**config.mk**
```make
export PLATFORM = sky130hd
export DESIGN_NAME = tl_host_adapter_flat
export DESIGN_NICKNAME = d
export VERILOG_FILES = /design/src/rtl/tl_host_adapter_if.sv /design/src/rtl/tl_host_adapter.sv /design/src/flat_wrapper.sv
export SDC_FILE = /design/constraint.sdc
export NUM_CORES = 1
export LEC_CHECK = 0
export CORE_MARGIN = 4
export CORE_UTILIZATION = 40
export CTS_BUF_LIST = sky130_fd_sc_hd__clkbuf_2 sky130_fd_sc_hd__clkbuf_4 sky130_fd_sc_hd__clkbuf_8
export DETAILED_ROUTE_END_ITERATION = 8
export GPL_ROUTABILITY_DRIVEN = 0
export PLACE_DENSITY = 0.81
export SETUP_SLACK_MARGIN = 0.15
export SLEW_MARGIN = 20
export SYNTH_ARGS = -nofsm -noshare
export SYNTH_HDL_FRONTEND = slang
export SYNTH_SLANG_ARGS = --single-unit
```
**constraint.sdc**
```tcl
create_clock -name clk -period 1.9 [get_ports clk]
set_clock_uncertainty 0.15 [all_clocks]
set_input_delay 0.19 -clock clk [delete_from_list [all_inputs] [get_ports clk]]
set_output_delay 0.19 -clock clk [all_outputs]
set_load 0.005 [all_outputs]
```
**src/rtl/tl_host_adapter_if.sv**
```systemverilog
// Host request port (req/gnt/rvalid) plus TileLink-UL Channels A and D.
// master: the adapter's view; slave: the host CPU and crossbar it connects to.
interface tl_host_adapter_if #(
   parameter int unsigned ADDR_WIDTH   = 32,
   parameter int unsigned DATA_WIDTH   = 32,
   parameter int unsigned MASK_WIDTH   = DATA_WIDTH / 8,
   parameter int unsigned SIZE_WIDTH   = 3,
   parameter int unsigned OPCODE_WIDTH = 3,
   parameter int unsigned PARAM_WIDTH  = 3
);
   logic                    req;
   logic                    we;
   logic [ADDR_WIDTH-1:0]   addr;
   logic [DATA_WIDTH-1:0]   wdata;
   logic [MASK_WIDTH-1:0]   be;
   logic                    gnt;
   logic                    rvalid;
   logic [DATA_WIDTH-1:0]   rdata;
   logic                    err;

   logic                    a_valid;
   logic                    a_ready;
   logic [OPCODE_WIDTH-1:0] a_opcode;
   logic [PARAM_WIDTH-1:0]  a_param;
   logic [SIZE_WIDTH-1:0]   a_size;
   logic                    a_source;
   logic [ADDR_WIDTH-1:0]   a_address;
   logic [MASK_WIDTH-1:0]   a_mask;
   logic [DATA_WIDTH-1:0]   a_data;

   logic                    d_valid;
   logic                    d_ready;
   logic [OPCODE_WIDTH-1:0] d_opcode;
   logic [PARAM_WIDTH-1:0]  d_param;
   logic [SIZE_WIDTH-1:0]   d_size;
   logic                    d_source;
   logic                    d_sink;
   logic [DATA_WIDTH-1:0]   d_data;
   logic                    d_error;

   modport master (
      input  req, we, addr, wdata, be,
      output gnt, rvalid, rdata, err,
      output a_valid, a_opcode, a_param, a_size, a_source, a_address, a_mask, a_data,
      input  a_ready,
      input  d_valid, d_opcode, d_param, d_size, d_source, d_sink, d_data, d_error,
      output d_ready
   );

   modport slave (
      output req, we, addr, wdata, be,
      input  gnt, rvalid, rdata, err,
      input  a_valid, a_opcode, a_param, a_size, a_source, a_address, a_mask, a_data,
      output a_ready,
      output d_valid, d_opcode, d_param, d_size, d_source, d_sink, d_data, d_error,
      input  d_ready
   );
endinterface

```
**src/rtl/tl_host_adapter.sv**
```systemverilog
// Single-outstanding bridge from a req/gnt/rvalid host port onto TileLink-UL
// Channels A/D of xbar_main, with a response timeout for hung slaves.
module tl_host_adapter #(
   parameter int unsigned ADDR_WIDTH   = 32,
   parameter int unsigned DATA_WIDTH   = 32,
   parameter int unsigned MASK_WIDTH   = DATA_WIDTH / 8,
   parameter int unsigned SIZE_WIDTH   = 3,
   parameter int unsigned OPCODE_WIDTH = 3,
   parameter int unsigned PARAM_WIDTH  = 3,
   parameter int unsigned TIMEOUT      = 1024
) (
   input  logic               clk,
   input  logic               reset,
   tl_host_adapter_if.master  bus
);

   localparam int unsigned A_SIZE     = $clog2(MASK_WIDTH);
   localparam bit          TIMEOUT_EN = (TIMEOUT != 0);
   localparam int unsigned TIMER_W    = (TIMEOUT > 1) ? $clog2(TIMEOUT) : 1;
   localparam logic [TIMER_W-1:0] TIMER_LAST = TIMER_W'((TIMEOUT > 0) ? TIMEOUT - 1 : 0);

   localparam logic [OPCODE_WIDTH-1:0] OP_GET          = OPCODE_WIDTH'(4);
   localparam logic [OPCODE_WIDTH-1:0] OP_PUT_FULL     = OPCODE_WIDTH'(0);
   localparam logic [OPCODE_WIDTH-1:0] OP_PUT_PARTIAL  = OPCODE_WIDTH'(1);
   localparam logic [OPCODE_WIDTH-1:0] OP_ACCESS_ACK   = OPCODE_WIDTH'(0);
   localparam logic [OPCODE_WIDTH-1:0] OP_ACCESS_ACK_D = OPCODE_WIDTH'(1);

   typedef enum logic [1:0] {
      IDLE   = 2'd0,
      A_SEND = 2'd1,
      D_WAIT = 2'd2
   } state_t;

   state_t                  state_q, state_d;
   logic                    gnt, a_valid, d_ready;
   logic                    capture, resp, expire;

   logic                    is_write_q;
   logic [OPCODE_WIDTH-1:0] a_opcode_q;
   logic [SIZE_WIDTH-1:0]   a_size_q;
   logic [ADDR_WIDTH-1:0]   a_address_q;
   logic [MASK_WIDTH-1:0]   a_mask_q;
   logic [DATA_WIDTH-1:0]   a_data_q;
   logic                    rvalid_q;
   logic [DATA_WIDTH-1:0]   rdata_q;
   logic                    err_q;
   logic [TIMER_W-1:0]      timer_q;

   always_ff @(posedge clk or negedge reset) begin
      if (!reset) state_q <= IDLE;
      else        state_q <= state_d;
   end

   // NOTE: every output of this block gets a default first, so no path can
   // leave one unassigned and infer a latch.
   always_comb begin
      state_d = state_q;
      gnt     = 1'b0;
      a_valid = 1'b0;
      d_ready = 1'b1;
      capture = 1'b0;
      resp    = 1'b0;
      expire  = 1'b0;
      unique case (state_q)
         IDLE: begin
            gnt = bus.req;
            if (bus.req) begin
               capture = 1'b1;
               state_d = A_SEND;
            end
         end
         A_SEND: begin
            a_valid = 1'b1;
            d_ready = 1'b0;
            if (bus.a_ready) state_d = D_WAIT;
         end
         D_WAIT: begin
            // A beat arriving on the expiry cycle still wins over the timeout.
            if (bus.d_valid) begin
               resp    = 1'b1;
               state_d = IDLE;
            end else if (TIMEOUT_EN && (timer_q == TIMER_LAST)) begin
               expire  = 1'b1;
               state_d = IDLE;
            end
         end
         default: state_d = IDLE;
      endcase
   end

   // NOTE: sequential state uses non-blocking assignments so every register
   // samples the pre-edge values regardless of statement order.
   always_ff @(posedge clk or negedge reset) begin
      if (!reset) begin
         is_write_q  <= 1'b0;
         a_opcode_q  <= '0;
         a_size_q    <= '0;
         a_address_q <= '0;
         a_mask_q    <= '0;
         a_data_q    <= '0;
         rvalid_q    <= 1'b0;
         rdata_q     <= '0;
         err_q       <= 1'b0;
         timer_q     <= '0;
      end else begin
         rvalid_q <= resp | expire;
         rdata_q  <= '0;
         err_q    <= 1'b0;

         if (capture) begin
            is_write_q  <= bus.we;
            a_size_q    <= SIZE_WIDTH'(A_SIZE);
            a_address_q <= bus.addr;
            if (bus.we) begin
               a_opcode_q <= (&bus.be) ? OP_PUT_FULL : OP_PUT_PARTIAL;
               a_mask_q   <= bus.be;
               a_data_q   <= bus.wdata;
            end else begin
               a_opcode_q <= OP_GET;
               a_mask_q   <= '1;
               a_data_q   <= '0;
            end
         end

         if (state_q == A_SEND && bus.a_ready)
            timer_q <= '0;
         else if (state_q == D_WAIT && !bus.d_valid)
            timer_q <= timer_q + 1'b1;

         if (resp) begin
            rdata_q <= is_write_q ? '0 : bus.d_data;
            err_q   <= bus.d_error |
                       (bus.d_opcode != (is_write_q ? OP_ACCESS_ACK : OP_ACCESS_ACK_D));
         end else if (expire) begin
            err_q <= 1'b1;
         end
      end
   end

   assign bus.gnt       = gnt;
   assign bus.rvalid    = rvalid_q;
   assign bus.rdata     = rdata_q;
   assign bus.err       = err_q;
   assign bus.a_valid   = a_valid;
   assign bus.a_opcode  = a_opcode_q;
   assign bus.a_param   = PARAM_WIDTH'(0);
   assign bus.a_size    = a_size_q;
   assign bus.a_source  = 1'b0;
   assign bus.a_address = a_address_q;
   assign bus.a_mask    = a_mask_q;
   assign bus.a_data    = a_data_q;
   assign bus.d_ready   = d_ready;

   // Single source/sink ID and fixed size: these D fields carry nothing to check.
   logic unused_d_fields;
   assign unused_d_fields = ^{bus.d_param, bus.d_size, bus.d_source, bus.d_sink};

endmodule

```
**src/flat_wrapper.sv**
```systemverilog
// flat-port wrapper written by rule: the top's interface ports become plain ports
module tl_host_adapter_flat 
#(
   parameter int unsigned ADDR_WIDTH   = 32,
   parameter int unsigned DATA_WIDTH   = 32,
   parameter int unsigned MASK_WIDTH   = DATA_WIDTH / 8,
   parameter int unsigned SIZE_WIDTH   = 3,
   parameter int unsigned OPCODE_WIDTH = 3,
   parameter int unsigned PARAM_WIDTH  = 3,
   parameter int unsigned TIMEOUT      = 1024
)
  (clk, reset, bus_req, bus_we, bus_addr, bus_wdata, bus_be, bus_gnt, bus_rvalid, bus_rdata, bus_err, bus_a_valid, bus_a_opcode, bus_a_param, bus_a_size, bus_a_source, bus_a_address, bus_a_mask, bus_a_data, bus_a_ready, bus_d_valid, bus_d_opcode, bus_d_param, bus_d_size, bus_d_source, bus_d_sink, bus_d_data, bus_d_error, bus_d_ready);
  tl_host_adapter_if #(.ADDR_WIDTH(ADDR_WIDTH), .DATA_WIDTH(DATA_WIDTH), .MASK_WIDTH(MASK_WIDTH), .SIZE_WIDTH(SIZE_WIDTH), .OPCODE_WIDTH(OPCODE_WIDTH), .PARAM_WIDTH(PARAM_WIDTH)) bus_i ();
  input  logic clk;
  input  logic reset;
  input wire logic [$bits(bus_i.req)-1:0] bus_req;
  input wire logic [$bits(bus_i.we)-1:0] bus_we;
  input wire logic [$bits(bus_i.addr)-1:0] bus_addr;
  input wire logic [$bits(bus_i.wdata)-1:0] bus_wdata;
  input wire logic [$bits(bus_i.be)-1:0] bus_be;
  output wire logic [$bits(bus_i.gnt)-1:0] bus_gnt;
  output wire logic [$bits(bus_i.rvalid)-1:0] bus_rvalid;
  output wire logic [$bits(bus_i.rdata)-1:0] bus_rdata;
  output wire logic [$bits(bus_i.err)-1:0] bus_err;
  output wire logic [$bits(bus_i.a_valid)-1:0] bus_a_valid;
  output wire logic [$bits(bus_i.a_opcode)-1:0] bus_a_opcode;
  output wire logic [$bits(bus_i.a_param)-1:0] bus_a_param;
  output wire logic [$bits(bus_i.a_size)-1:0] bus_a_size;
  output wire logic [$bits(bus_i.a_source)-1:0] bus_a_source;
  output wire logic [$bits(bus_i.a_address)-1:0] bus_a_address;
  output wire logic [$bits(bus_i.a_mask)-1:0] bus_a_mask;
  output wire logic [$bits(bus_i.a_data)-1:0] bus_a_data;
  input wire logic [$bits(bus_i.a_ready)-1:0] bus_a_ready;
  input wire logic [$bits(bus_i.d_valid)-1:0] bus_d_valid;
  input wire logic [$bits(bus_i.d_opcode)-1:0] bus_d_opcode;
  input wire logic [$bits(bus_i.d_param)-1:0] bus_d_param;
  input wire logic [$bits(bus_i.d_size)-1:0] bus_d_size;
  input wire logic [$bits(bus_i.d_source)-1:0] bus_d_source;
  input wire logic [$bits(bus_i.d_sink)-1:0] bus_d_sink;
  input wire logic [$bits(bus_i.d_data)-1:0] bus_d_data;
  input wire logic [$bits(bus_i.d_error)-1:0] bus_d_error;
  output wire logic [$bits(bus_i.d_ready)-1:0] bus_d_ready;
  assign bus_i.req = bus_req;
  assign bus_i.we = bus_we;
  assign bus_i.addr = bus_addr;
  assign bus_i.wdata = bus_wdata;
  assign bus_i.be = bus_be;
  assign bus_gnt = bus_i.gnt;
  assign bus_rvalid = bus_i.rvalid;
  assign bus_rdata = bus_i.rdata;
  assign bus_err = bus_i.err;
  assign bus_a_valid = bus_i.a_valid;
  assign bus_a_opcode = bus_i.a_opcode;
  assign bus_a_param = bus_i.a_param;
  assign bus_a_size = bus_i.a_size;
  assign bus_a_source = bus_i.a_source;
  assign bus_a_address = bus_i.a_address;
  assign bus_a_mask = bus_i.a_mask;
  assign bus_a_data = bus_i.a_data;
  assign bus_i.a_ready = bus_a_ready;
  assign bus_i.d_valid = bus_d_valid;
  assign bus_i.d_opcode = bus_d_opcode;
  assign bus_i.d_param = bus_d_param;
  assign bus_i.d_size = bus_d_size;
  assign bus_i.d_source = bus_d_source;
  assign bus_i.d_sink = bus_d_sink;
  assign bus_i.d_data = bus_d_data;
  assign bus_i.d_error = bus_d_error;
  assign bus_d_ready = bus_i.d_ready;
  tl_host_adapter #(.ADDR_WIDTH(ADDR_WIDTH), .DATA_WIDTH(DATA_WIDTH), .MASK_WIDTH(MASK_WIDTH), .SIZE_WIDTH(SIZE_WIDTH), .OPCODE_WIDTH(OPCODE_WIDTH), .PARAM_WIDTH(PARAM_WIDTH), .TIMEOUT(TIMEOUT)) u_core (.clk(clk), .reset(reset), .bus(bus_i));
endmodule
```
[After elaboration in Yosys (flattened, before gate mapping)]
Index checks and enable logic that the tools add are counted.
W data, S select, Z words.
Cells by class
  add/subtract/negate cells: 1
  bitwise gates (word level): 2
  multiplexer cells: 26
  reduce and logical (&&, ||, !) cells: 7
  equality and inequality tests: 7
Operator list (count)
  $mux W32: 3
  $mux W10: 2
  $mux W1: 14
  $add A10 B1 Y10 const B: 1
  $eq A10 B10 Y1 const B: 1
  $mux W2: 4
  $pmux W2 S3: 1
  $mux W4: 1
  $ne A2 B2 Y1 const B: 2
  $reduce_and A4 Y1: 1
  $mux W3: 1
  $ne A3 B2 Y1 const B: 1
  $ne A3 B3 Y1: 1
  $reduce_and A3 Y1: 1
  $eq A2 B1 Y1 const B: 1
  $eq A2 B2 Y1 const B: 1
  $logic_and A1 B1 Y1: 2
  $logic_not A2 Y1: 1
  $or A1 B1 Y1: 2
  $reduce_bool A2 Y1: 1
  $logic_not A1 Y1: 1
Storage, ports and cells
  word-level logic and storage cells: 54
  output and inout bits: 115
  input port bits: 118
  flip-flop bits (word level): 119

[Logic depth before layout (Yosys ltp)]
Gate-level depths: netlist (run 1).
  depth in word-level cells: 6
  gate-level depth with buffers: 8
  gate-level depth less buffers: 4

[Least setup slack after synthesis (run 1)]
OpenSTA, ideal clock, no wires.
  path type: register to register
  start point: register u_core.state_q[0]
  end point: register u_core.a_mask_q[0], in the netlist u_core.bus.a_mask[0]
  clock period less this slack: 1630 ps
  setup time: 130 ps
  cell stages (with the launch flop): 8
  path slack: 270 ps
  required time: 1620 ps
  arrival: 1350 ps
  buffers on the path: 4
  path through: dfrtp_1 -> buf_6 -> or3b_1 -> buf_2 -> clkinv_2 -> buf_8 -> buf_6 -> a31oi_1
On the way
  longest elaborated chain between the ends: 2
Ends and longest elaborated chain
  start: declaration: RTL line tl_host_adapter.sv:34  | state_t state_q, state_d;
  start signal: assignment: RTL line tl_host_adapter.sv:51  | else state_q <= state_d;
  $logic_not A2 Y1: RTL line tl_host_adapter.sv:64  | unique case (state_q)
  $mux W1: RTL line tl_host_adapter.sv:64
  end signal: assignment: RTL line tl_host_adapter.sv:116  | a_mask_q <= bus.be;
  end: declaration: RTL line tl_host_adapter.sv:42  | logic [MASK_WIDTH-1:0] a_mask_q;
No other way between the ends.
A chain may end at the register's enable or synchronous reset.

[Worst setup path in the final report (run 1)]
  start point: register u_core.state_q[0]
  end point: output port bus_gnt
On the way
  longest elaborated chain between the ends: 2
Ends and longest elaborated chain
  $logic_not A2 Y1: RTL line tl_host_adapter.sv:64
  $mux W1: RTL line tl_host_adapter.sv:64
  end: declaration: RTL line flat_wrapper.sv:21  | output wire logic [$bits(bus_i.gnt)-1:0] bus_gnt;
No other way between the ends.

==> run summary, run 1 <==
top cells by count, synth - 175 x nand2_1, 118 x dfrtp_1, 35 x nand3_1
vias post-DR - 3925
fin crit period - 1750 ps
Max-Cap Viols - 0
Ys Warns - 0
Root Driver - clkbuf_8
RR Startpoint - u_core.state_q[0]
pre-CTS setup slack - -269 ps
I/O pin cnt - 233
Leak - 3.48 nW
simple-gate portion of the synthesized area - 26.7%
top-count cell post-synth - nand2_1
mux contribution to synthesized area - 0.434%
Worst EP required - 1560 ps
GRT Overall Usage - 19.9%
CP Capture Type - output port
Slew headroom - 51.1%
post-synthesis xor/xnor area fraction - 0.190%
Reg2Reg Depth - 4
complex-gate fraction of the synthesized area - 3.34%
Area Growth Syn to Fin - 59.5%
Main synth FF type - dfrtp_1
Worst Path Max Fanout - 3
DRT Wirelength - 12900 um
Mapped Cells - 459
Final Hold Fails - 0
DR DRC count - 0
NumNets Final - 802
Overall Power - 0.00979 W
critical path type - flop to output port
fin. max-slew vios - 0
HP Class - input port to flop
TritonCTS buffer count - 17
RSZ-0062 raised after global routing - yes
drt first pass iters - 4
largest net degree at the start of global routing - 106
CTS tree - yes
Post-synth ARST share - 100%
Post-synth EDFFs - 0
Pwr per Cell Area - 1330 nW/um^2
endpoints failing setup - 0
worst slew pin tran - 734 ps
post-route clock period utilization - 91.9%
Die ar. - 13300 um^2
Distinct cells, synth - 39
r2r setup slk - 190 ps
max frequency - 0.573 GHz
Worst Path Arrival - 1410 ps
Iter 0 DRT Violations - 168
Clock Tree Buf Depth - 2
first-pass GRT wire length - 20500 um
Worst setup SP type - flop
Post-Synth Adder-Cell Area - 0.271%
layout cells sized above 1 - 7.76%
remaining antenna violation count - 0
die height - 115 um
H-tree level count - 4
worst hold endpoint - u_core.bus.a_address[5]
clock latency at the later pin of the worst-skew pair - 420 ps
Peak VDD IR - 0.000683 V
hold_sp - bus_addr[5]
Antenna Cells - 0
status - completed
post-synthesis cell area - 4610 um^2
post-synthesis sequential area ratio - 64.0%
initial core utilization - 41.6%
largest family of logic cells by synthesized area - simple AND/OR/NAND/NOR gates
port bufs - 217
DP Wirelength - 9360 um
Synth Area per Inst - 10.0 um^2
dominant cells by area after synthesis - dfrtp_1 64%, nand2_1 14%, and2_1 4.5%
DR WL/cell - 15.5 um
initial antenna violation count - 0
Final WS setup - 154 ps
vias in the first global route - 4232
Die Span X - 115 um
cell taking the most area after synthesis - dfrtp_1
Row Count - 38
#FFs+latches synth - 118
Reg-to-Reg End - u_core.bus.a_opcode[2]
core area - 11100 um^2
worst hold path depth - 3
Vias/cell - 4.69
Clock transition at path regs - 70 ps
GR Overflow Total - 0
CTS sink cnt - 118
top cell type's share of synthesized area - 64.0%
==> stage by stage <==
step / TNS (ps) / util (%) / instance area [um^2] / hold slack, ps / instances
6_report: 0 / 66.4 / 7350 / 152 / 836
5_1_grt: 0 / 66.4 / 7350 / 124 / 836
4_1_cts: 0 / 66.0 / 7310 / 128 / 835
3_5_place_dp: -17300 / 62.0 / 6870 / -96.7 / 801
3_3_place_gp: -11160 / 62.0 / 6870 / -98.0 / 801
2_1_floorplan: 0 / - / 4630 / -256 / 465
==> final cells by class <==
cell class                      instances  area [um^2]
Fill cell                             887         3720
Sequential cell                       118         2950
Timing Repair Buffer                  230         2290
Multi-Input combinational cell        308         1490
Clock buffer                           23          292
Tap cell                              140          175
Clock inverter                          9          125
Inverter                                8         31.3
==> worst max-delay path, stage by stage (launching register included) <==
cell      delay, ps
dfrtp_1         390
or3b_4          410
clkinv_2         70
buf_4           120
==> state kept, by name, indices dropped and copies added (netlist names) <==
| name | flops |
|---|---|
| u_core.bus.err | 1 |
| u_core.bus.rdata | 32 |
| u_core.bus.a_size | 1 |
| u_core.bus.a_data | 32 |
| u_core.timer_q | 10 |
| u_core.bus.a_opcode | 2 |
| u_core.bus.rvalid | 1 |
| u_core.bus.a_mask | 4 |
| u_core.is_write_q | 1 |
| u_core.bus.a_address | 32 |
| u_core.state_q | 2 |
==> how the worst max path moves through the flow <==
stage / from / end / slack, ps / cells after the start
finish: u_core.state_q[0] / bus_gnt / 150 / 3
global route: u_core.state_q[0] / bus_gnt / 80 / 3
CTS: u_core.state_q[0] / bus_gnt / 30 / 3
detailed placement: bus_req / u_core.bus.a_data[24] / -270 / 6
global placement: bus_req / u_core.bus.a_mask[1] / -180 / 6
floorplan: u_core.state_q[0] / u_core.bus.a_mask[0] / 270 / 7
==> what timing repair did <==
action / 4_1_cts / 5_1_grt
hold endpoints to repair: 118 / 0
setup buffers: 0 / 1
endpoints found under the setup margin: 85 / 110
resized for setup: 10 / 11
hold buffers: 2 / 0
cloned: 0 / 0
==> power by group <==
| group | internal [W] | leakage, nW | switching [W] |
|---|---|---|---|
| clock network | 0.00142 | 0.213 | 0.000954 |
| registers | 0.00335 | 1.54 | 0.000453 |
| logic | 0.00207 | 1.73 | 0.00154 |
==> layer usage <==
metal | GRT usage, % | vias to the layer above | share of wire, %
met5 | 0 | - | 0
met4 | 7.98 | 0 | 1.4
met3 | 8.05 | 18 | 10
met2 | 34.9 | 166 | 53
met1 | 21.4 | 1838 | 36
li1 | - | 1903 | -
==> placed cells by master, fill, tap and decap left out, types with 3 or more instances in the layout <==
master,n
o21ai_0,6
nand2b_1,4
nand4_1,3
a31oi_1,4
dfrtp_1,118
nand2_1,175
nor2_1,5
bufinv_16,3
a21oi_1,7
and2_1,33
clkbuf_4,4
conb_1,7
inv_1,7
clkdlybuf4s50_1,213
buf_4,9
clkinv_2,5
clkbuf_8,20
nand3_1,35
==> kinds of logic (layout without fill, tap and decap cells) <==
kind of cell | Yosys count | after routing
AND/OR/NAND/NOR | 272 | 272
adder cells (fa/ha/maj) | 1 | 1
other | 1 | 7
XOR/XNOR | 1 | 1
multiplexers | 2 | 2
AO/OA/AOI/OAI | 25 | 25
flip-flops | 118 | 118
buffers and inverters | 39 | 270
(Power assumes the default switching activity.)
==> run 2, diff against run 1 <==
ABC_CLOCK_PERIOD_IN_PS = 1900   (was default)
==> results of run 2 <==
The final DEF is identical to that of run 1; final timing and power are the same.
==> run 3, diff against run 2 <==
MAX_ROUTING_LAYER = met4   (was default)
==> run 3 against run 2 <==
Effect of this change: via count rose by 0.54%; fmax barely moved; worst setup slack improved by 0.67 ps; cell count did not move; largest power group unchanged; largest cell class unchanged; register-to-register slack barely moved; sequential power barely moved; cell area did not move; non-clock buffer count did not move; first-iteration DRC count fell by 4.8%; flip-flop and latch count did not move.
==> run summary, run 3 (same netlist as run 1, synthesis figures left out) <==
RR Startpoint - u_core.state_q[0]
Placed Cells - 801 (unchanged)
fin crit period - 1740 ps (-0.667 ps)
RSZ-0062 raised after global routing - yes
Root Driver - clkbuf_8
Area Growth Syn to Fin - 59.5% (unchanged)
DR DRC count - 0 (unchanged)
max frequency - 0.573 GHz (about the same)
initial core utilization - 41.6% (unchanged)
Iter 0 DRT Violations - 160 (-4.8%)
Crit-path slowest cell - or3b_4
Reg2Reg Depth - 4 (unchanged)
Clock Tree Buf Depth - 2 (unchanged)
most frequent cells in the layout - 213 x clkdlybuf4s50_1, 175 x nand2_1, 118 x dfrtp_1, 35 x nand3_1, 33 x and2_1
Max-Cap Viols - 0 (unchanged)
Worst EP required - 1560 ps (about the same)
first-pass GRT wire length - 20500 um (unchanged)
Area after DPL - 6870 um^2 (unchanged)
critical path type - flop to output port
CP max stage delay - 410 ps (about the same)
Design Area, Final - 7350 um^2 (unchanged)
Final Non-Filler Cells - 836 (unchanged)
layout cells sized above 1 - 7.76% (unchanged)
Min Hold Slack - 153 ps (+1.09 ps)
H-tree level count - 4 (unchanged)
Antenna Cells - 0 (unchanged)
CTS tree - yes
cell chain of the critical path - or3b_4, clkinv_2, buf_4
Leak - 3.48 nW (unchanged)
CP Capture Type - output port
GR Overflow Total - 0 (unchanged)
worst hold path depth - 3 (unchanged)
TritonCTS buffer count - 17 (unchanged)
endpoints failing setup - 0 (unchanged)
pre-CTS setup slack - -269 ps (unchanged)
port bufs - 217 (unchanged)
GRT Overall Usage - 20.6% (+0.68 points)
post-route clock period utilization - 91.8% (about the same)
I/O pin cnt - 233 (unchanged)
Final Hold Fails - 0 (unchanged)
DRT Wirelength - 12900 um (about the same)
Row Count - 38 (unchanged)
Die Span X - 115 um (unchanged)
FF/Latch Area - 2950 um^2 (unchanged)
fin. max-slew vios - 0 (unchanged)
Peak VDD IR - 0.000683 V (about the same)
CTS sink cnt - 118 (unchanged)
hold_sp - bus_addr[4]
core area - 11100 um^2 (unchanged)
HP Class - input port to flop
Vias/cell - 4.72 (+0.54%)
NumNets Final - 802 (unchanged)
Worst Path Arrival - 1400 ps (about the same)
Final WS setup - 155 ps (+0.667 ps)
drt first pass iters - 4 (unchanged)
vias post-DR - 3946 (+0.54%)
Pwr per Cell Area - 1330 nW/um^2 (+0.13%)
most common cell after layout, fill and taps aside - clkdlybuf4s50_1
worst hold endpoint - u_core.bus.a_address[4]
initial antenna violation count - 0 (unchanged)
Worst Path Max Fanout - 3 (unchanged)
Layout fillers - 887 (unchanged)
Reg-to-Reg End - u_core.bus.a_opcode[2]
clock latency at the later pin of the worst-skew pair - 420 ps (about the same)
DR WL/cell - 15.5 um (about the same)
Worst setup SP type - flop
die height - 115 um (unchanged)
status - completed
area of the multi-input gates - 1490 um^2 (unchanged)
Slew headroom - 51.6% (+0.51 points)
r2r setup slk - 190 ps (about the same)
vias in the first global route - 4232 (unchanged)
remaining antenna violation count - 0 (unchanged)
Die ar. - 13300 um^2 (unchanged)
DP Wirelength - 9360 um (unchanged)
worst slew pin tran - 726 ps (-7.60 ps)
Overall Power - 0.00980 W (+0.13%)
Clock transition at path regs - 70 ps (about the same)
largest net degree at the start of global routing - 106 (unchanged)
run 3: final cells by class:
cell class                 instances  share of cell area, %
clock inverter                     9                   1.70
sequential                       118                   40.1
clock buffer                      23                   3.96
timing repair buffer             230                   31.1
multi-input combinational        308                   20.2
tap                              140                   2.38
inverter                           8                  0.425
run 3: timing repair:
item                                    4_1_cts  5_1_grt
gates resized for setup                      10       11
hold buffers                                  2        0
setup buffers                                 0        1
hold endpoints to repair                    118        0
endpoints found under the setup margin       85      110
run 3: through the flow:
stage / TNS [ps] / utilization, %
after CTS: 0 / 66.0
final: 0 / 66.4
after detailed placement: -17300 / 62.0
after floorplan: 0 / -
after global placement: -11160 / 62.0
after global routing: 0 / 66.4
run 3: worst max-delay path by stage:
stage	slack, ps	from	to	cells after the start
after global routing	80	u_core.state_q[0]	bus_gnt	3
final	160	u_core.state_q[0]	bus_gnt	3
after detailed placement	-270	bus_req	u_core.bus.a_data[24]	6
after floorplan	270	u_core.state_q[0]	u_core.bus.a_mask[0]	7
after CTS	30	u_core.state_q[0]	bus_gnt	3
after global placement	-180	bus_req	u_core.bus.a_mask[1]	6
run 3: per-layer routing:
| layer | vias up | share of wire [%] | global-route usage (%) |
|---|---|---|---|
| met4 | 0 | 1.6 | 7.75 |
| met5 | - | 0 | - |
| li1 | 1902 | - | - |
| met2 | 157 | 53 | 35.0 |
| met1 | 1871 | 38 | 22.7 |
| met3 | 16 | 7.2 | 6.32 |
run 3: where the power goes:
group          switching, W  total [W]  internal, W
Sequential         0.000454    0.00381      0.00335
Combinational       0.00155    0.00362      0.00207
Clock              0.000961    0.00238      0.00142
Total               0.00296    0.00980      0.00684
run 3: worst max-delay path, delay by kind of cell (launching register included):
family | cells | cell delay (ps)
flip-flops | 1 | 390
AND/OR/NAND/NOR | 1 | 410
buffers and inverters | 2 | 190
